--- src/rtl/instr_fetch_if.sv ---
// Fetch-side bus bundle: responder read port, redirect request and decode handshake.
// The master modport is the fetch unit; the slave modport is the surrounding pipeline/memory.
interface instr_fetch_if;
  logic [31:0] mem_addr;
  logic [31:0] mem_dout;
  logic [31:0] mem_addr_out;
  logic        mem_read_valid;
  logic        mem_ready;
  logic        redirect_valid;
  logic [31:0] redirect_pc;
  logic        instr_valid;
  logic        instr_ready;
  logic [31:0] instr;
  logic [31:0] instr_pc;

  modport master (
    output mem_addr,
    input  mem_dout,
    input  mem_addr_out,
    input  mem_read_valid,
    input  mem_ready,
    input  redirect_valid,
    input  redirect_pc,
    output instr_valid,
    input  instr_ready,
    output instr,
    output instr_pc
  );

  modport slave (
    input  mem_addr,
    output mem_dout,
    output mem_addr_out,
    output mem_read_valid,
    output mem_ready,
    output redirect_valid,
    output redirect_pc,
    input  instr_valid,
    output instr_ready,
    input  instr,
    input  instr_pc
  );
endinterface

--- src/rtl/instr_fetch.sv ---
// Instruction fetch initiator: walks the PC, accepts only responses whose echoed address
// matches the current PC, and buffers {pc, instr} pairs in a small FIFO for decode.
module instr_fetch #(
  parameter logic [31:0] RESET_PC   = 32'h0000_0000,
  parameter int unsigned FIFO_DEPTH = 4
) (
  input logic           clk,
  input logic           rst_n,
  input logic           enable,
  instr_fetch_if.master bus
);

  localparam int unsigned PtrW = (FIFO_DEPTH > 1) ? $clog2(FIFO_DEPTH) : 1;
  localparam int unsigned CntW = $clog2(FIFO_DEPTH + 1);

  typedef enum logic [0:0] {StIdle, StFetch} state_e;

  state_e          state_q, state_d;
  logic [31:0]     pc_q, pc_d;
  logic [PtrW-1:0] rd_ptr_q, rd_ptr_d;
  logic [PtrW-1:0] wr_ptr_q, wr_ptr_d;
  logic [CntW-1:0] count_q, count_d;

  logic [31:0] data_mem [FIFO_DEPTH];
  logic [31:0] pc_mem   [FIFO_DEPTH];

  logic full;
  logic pop;
  logic push;
  logic addr_match;

  // Low address bits carry no information for word-aligned fetch.
  logic unused_low_bits;
  assign unused_low_bits = ^{bus.mem_addr_out[1:0], bus.redirect_pc[1:0]};

  assign full       = (count_q == CntW'(FIFO_DEPTH));
  assign addr_match = (bus.mem_addr_out[31:2] == pc_q[31:2]);
  assign pop        = bus.instr_valid & bus.instr_ready & ~bus.redirect_valid;
  // Push is also the capture: mismatched echoes (stale or latent data) are simply dropped.
  assign push       = (state_q == StFetch) & bus.mem_ready & bus.mem_read_valid & addr_match &
                      (~full | pop) & ~bus.redirect_valid;

  assign bus.mem_addr    = pc_q;
  assign bus.instr_valid = (count_q != '0);
  assign bus.instr       = data_mem[rd_ptr_q];
  assign bus.instr_pc    = pc_mem[rd_ptr_q];

  // FSM next state: fetch runs while enabled; redirects never change state.
  always_comb begin
    state_d = state_q;
    unique case (state_q)
      StIdle:  if (enable)  state_d = StFetch;
      StFetch: if (!enable) state_d = StIdle;
      default: state_d = StIdle;
    endcase
  end

  // PC and FIFO bookkeeping; redirect wins over any capture or pop.
  always_comb begin
    pc_d     = pc_q;
    rd_ptr_d = rd_ptr_q;
    wr_ptr_d = wr_ptr_q;
    count_d  = count_q;
    if (bus.redirect_valid) begin
      pc_d     = {bus.redirect_pc[31:2], 2'b00};
      rd_ptr_d = '0;
      wr_ptr_d = '0;
      count_d  = '0;
    end else begin
      if (push) begin
        pc_d     = pc_q + 32'd4;
        wr_ptr_d = wr_ptr_q + 1'b1;
      end
      if (pop) begin
        rd_ptr_d = rd_ptr_q + 1'b1;
      end
      unique case ({push, pop})
        2'b10:   count_d = count_q + 1'b1;
        2'b01:   count_d = count_q - 1'b1;
        default: count_d = count_q;
      endcase
    end
  end

  // State, PC and FIFO control registers with synchronous reset.
  always_ff @(posedge clk) begin
    if (!rst_n) begin
      state_q  <= StIdle;
      pc_q     <= RESET_PC;
      rd_ptr_q <= '0;
      wr_ptr_q <= '0;
      count_q  <= '0;
    end else begin
      state_q  <= state_d;
      pc_q     <= pc_d;
      rd_ptr_q <= rd_ptr_d;
      wr_ptr_q <= wr_ptr_d;
      count_q  <= count_d;
    end
  end

  // FIFO storage; entries need no reset since count gates visibility.
  always_ff @(posedge clk) begin
    if (rst_n && push) begin
      data_mem[wr_ptr_q] <= bus.mem_dout;
      pc_mem[wr_ptr_q]   <= pc_q;
    end
  end

endmodule

--- src/flat_wrapper.sv ---
// flat-port wrapper written by rule: the top's interface ports become plain ports
module instr_fetch_flat 
#(
  parameter logic [31:0] RESET_PC   = 32'h0000_0000,
  parameter int unsigned FIFO_DEPTH = 4
)
  (clk, rst_n, enable, bus_mem_addr, bus_mem_dout, bus_mem_addr_out, bus_mem_read_valid, bus_mem_ready, bus_redirect_valid, bus_redirect_pc, bus_instr_valid, bus_instr_ready, bus_instr, bus_instr_pc);
  instr_fetch_if bus_i ();
  input logic clk;
  input logic rst_n;
  input logic enable;
  output wire logic [$bits(bus_i.mem_addr)-1:0] bus_mem_addr;
  input wire logic [$bits(bus_i.mem_dout)-1:0] bus_mem_dout;
  input wire logic [$bits(bus_i.mem_addr_out)-1:0] bus_mem_addr_out;
  input wire logic [$bits(bus_i.mem_read_valid)-1:0] bus_mem_read_valid;
  input wire logic [$bits(bus_i.mem_ready)-1:0] bus_mem_ready;
  input wire logic [$bits(bus_i.redirect_valid)-1:0] bus_redirect_valid;
  input wire logic [$bits(bus_i.redirect_pc)-1:0] bus_redirect_pc;
  output wire logic [$bits(bus_i.instr_valid)-1:0] bus_instr_valid;
  input wire logic [$bits(bus_i.instr_ready)-1:0] bus_instr_ready;
  output wire logic [$bits(bus_i.instr)-1:0] bus_instr;
  output wire logic [$bits(bus_i.instr_pc)-1:0] bus_instr_pc;
  assign bus_mem_addr = bus_i.mem_addr;
  assign bus_i.mem_dout = bus_mem_dout;
  assign bus_i.mem_addr_out = bus_mem_addr_out;
  assign bus_i.mem_read_valid = bus_mem_read_valid;
  assign bus_i.mem_ready = bus_mem_ready;
  assign bus_i.redirect_valid = bus_redirect_valid;
  assign bus_i.redirect_pc = bus_redirect_pc;
  assign bus_instr_valid = bus_i.instr_valid;
  assign bus_i.instr_ready = bus_instr_ready;
  assign bus_instr = bus_i.instr;
  assign bus_instr_pc = bus_i.instr_pc;
  instr_fetch #(.RESET_PC(RESET_PC), .FIFO_DEPTH(FIFO_DEPTH)) u_core (.clk(clk), .rst_n(rst_n), .enable(enable), .bus(bus_i));
endmodule
--- config.mk ---
export PLATFORM = sky130hd
export DESIGN_NAME = instr_fetch_flat
export DESIGN_NICKNAME = d
export VERILOG_FILES = /design/src/rtl/instr_fetch_if.sv /design/src/rtl/instr_fetch.sv /design/src/flat_wrapper.sv
export SDC_FILE = /design/constraint.sdc
export NUM_CORES = 1
export LEC_CHECK = 0
export ABC_AREA = 1
export BUFFER_PORTS_ARGS = -buffer_cell sky130_fd_sc_hd__clkbuf_2
export CAP_MARGIN = 10
export CORE_MARGIN = 1.5
export CORE_UTILIZATION = 51
export DETAILED_ROUTE_END_ITERATION = 10
export HOLD_SLACK_MARGIN = 0.15
export PLACE_DENSITY = 0.76
export SKIP_CTS_REPAIR_TIMING = 1
export SLEW_MARGIN = 10
export SYNTH_ARGS = -nofsm -noshare
export SYNTH_HDL_FRONTEND = slang
export SYNTH_SLANG_ARGS = --single-unit
export TNS_END_PERCENT = 30
--- constraint.sdc ---
create_clock -name clk -period 5.5 [get_ports clk]
set_input_delay 1.375 -clock clk [delete_from_list [all_inputs] [get_ports clk]]
set_output_delay 1.375 -clock clk [all_outputs]
set_load 0.1 [all_outputs]
==> impl_metrics.yaml <==
floorplanning:
  die_h_um: 160.5
  die_x_um: 160.5
  placementRows: 57
  core_area_um2: 24320
  die_area_um2: 25750
  pin_count: 200
  start_util_pct: 52.00
setup_path:
  cp.required_ns: 4.12
  path_max_fanout: 124
  critical-path-top-delay-family: "buffers and inverters"
  arrival_ns: 2.97
  crit_type: "reg -> out"
  cp.buffers_inverters: 3
  cp-end-kind: "output pin"
  worstSetupStartpointType: "flop"
  rr_worst_depth: 10
  max_stage_delay_ns: 0.90
  path_cells: "clkinv_2 -> buf_4 -> o21ai_0 -> o22ai_1 -> clkbuf_2"
  cp.depth: 5
  slowest_stage: "buf_4"
  reg2reg_from: "u_core.bus.mem_addr[20]$_SDFFE_PN0P_"
drt:
  num_vias: 9263
  dr.pass1.iters: 5
  drt_wl_total_um: 29420
  wl_met1_um: 12360
  vias_per_cell: 5.404
  final_antenna_net_count: 0
  wl_per_cell_um: 17.16
  dr_wl_met3_um: 2260
  drc: 0
  top_layer: "met4"
  first_iter_violations: 660
  met2WireLength_um: 14170
final_layout:
  antenna_cells: 0
  final_cell_mix: "edfxtp_1, nand2_1, clkbuf_2"
  layout-drive-gt1-share_pct: 21.37
  layout.nets: 1478
  layout_commonest_cell: "edfxtp_1"
  syn2layout_area_growth_pct: 17.37
  final_util_pct: 61.03
global_routing:
  grt_use_total_pct: 22.56
  grt.overflow.total: 0
  grt_pass1_vias: 8893
  grt_pass1_wl_um: 45940
  grt_antenna_before_repair: 0
  grt_max_degree: 125
clock_tree:
  clk_path_buf_depth: 3
  cts_root_buffer: "clkbuf_16"
  cts_tree: "built"
  insertion_delay_ns: 0.53
  path_clk_slew_ns: 0.06
  h-tree-depth: 1
  clock-sinks: 288
  numCtsBuffers: 29
power_and_ir_drop:
  leakage_nw: 5.640
  p_per_area_nw_per_um2: 311.1
  ir_drop_mv: 0.1884
place:
  gp_congestion: 0.9044
  place_hpwl_um: 17530
  port_buffers: 191
timing:
  layout_worst_path_cycle_share_pct: 78.91
  relSlewSlack_pct: 19.72
  skew_ns: 0.01040
  slew_violations: 0
  max_clock_freq_mhz: 230.4
  tns_ns: 0
  setup_viol: 0
  tightest_slew_ns: 1.204
  hold_viol: 0
  rsz0062_at_grt: "no"
  layout_min_cycle_time_ns: 4.340
logic_synthesis:
  yosys_warnings: 0
  avgSynthCellArea_um2: 10.59
  synth_top_area_share_pct: 58.89
  ys_top_cells_by_area: "edfxtp_1, nand2_1, dfxtp_1"
  ys_types: 38
  syn_inst: 1194
  ys_seq_elements: 288
  yosysSeqAreaShare_pct: 65.22
  synth_largest_area_cell: "edfxtp_1"
  syn_area_um2: 12650
hold_path:
  min_path_cells: 2
  min_from: "u_core.rd_ptr_q[1]$_SDFFE_PP0P_"
  min_path_type: "reg -> reg"
flow_run:
  maxCapViolations: 0
run_status:
  status: "complete, no violations"
state kept, by name, summed over array words and instances, names as in the netlist, named ones only:
name	count
u_core.data_mem	128
u_core.state_q	1
u_core.count_q	3
u_core.pc_mem	120
u_core.bus.mem_addr	30
u_core.rd_ptr_q	2
u_core.wr_ptr_q	2
area by class of cell:
class	instances	area, um2
fillers	1942	9477
flip-flops and latches	288	8253
multi-input cells	788	3891
well taps	324	405.4
clock buffers	41	850.8
inverters	58	219.0
clock inverters	12	115.1
repair buffers	203	1109
logic make-up after synthesis:
| kind of cell | synth area share, % |
|---|---|
| buf+inv | 4.334 |
| mux | 0.07916 |
| flops | 65.22 |
| other cells | 0.02965 |
| compound gates | 10.31 |
| fa+ha+maj | 0.7519 |
| xor+xnor | 2.355 |
| simple gates | 16.92 |
through the flow:
step           hold slack (ns)  area, um2  cells  total power, W  setup WS (ns)
6_report                0.4626      14840   1714        0.004617          1.160
3_5_place_dp            0.4499      13880   1661        0.002713          1.514
5_1_grt                 0.4764      14840   1714        0.004763         0.8509
2_1_floorplan           0.4358      12660   1197        0.002629         0.2720
4_1_cts                 0.4597      14840   1714        0.004654          1.092
3_3_place_gp            0.4468      13880   1661        0.002708          1.577
worst paths after layout:
path / endpoint / slack [ns]
min: flop / 0.46
max reg2reg: u_core.pc_mem[3][28]$_DFFE_PP_ / 2.40
max: bus_instr[18] / 1.16
min reg2reg: flop / 0.46
report_power, final:
group | leakage (nW) | internal (W) | total [W] | switching [W]
sequential | 2.58 | 0.00238 | 0.00242 | 0.0000404
combinational | 2.58 | 0.0000718 | 0.000252 | 0.000180
clock | 0.481 | 0.00117 | 0.00195 | 0.000781
total | 5.64 | 0.00362 | 0.00462 | 0.00100
synth_stat cells:
cell type        n
mux2i_1          1
buf_6            3
nor2b_1          3
a21oi_1         25
buf_12           1
nor3_2           1
and2_1           2
clkbuf_1        43
edfxtp_1       248
fa_1             1
buf_2            5
clkbuf_8         1
o21ai_0        137
xnor2_1         17
nand3_2         12
and3_1           1
buf_1            2
dfxtp_1         40
nor3_1           1
conb_1           1
a21oi_2         11
a31o_2           1
dlygate4sd1_1    1
xor2_1          17
o22ai_1         62
nor2_1         190
nand2_1        233
nor2_4           5
nand3b_1         4
or2_2            1
buf_8            1
inv_2            2
inv_1           56
ha_1             6
buf_4            6
nand2_4          3
nand3_1         48
nor2_2           2
per-layer routing:
layer,track usage [%],vias up
li1,-,4476
met1,30.03,4354
met2,38.49,382
met4,6.882,0
met5,0,-
met3,3.228,51
worst register-to-register path: cells and delay by family (launching register included):
family	cells	cell delay [ns]
flip-flops	1	0.66
buffers and inverters	2	0.34
XOR/XNOR	1	0.21
AND/OR/NAND/NOR	7	1.56
No activity file was read; power rests on OpenSTA's default activity.
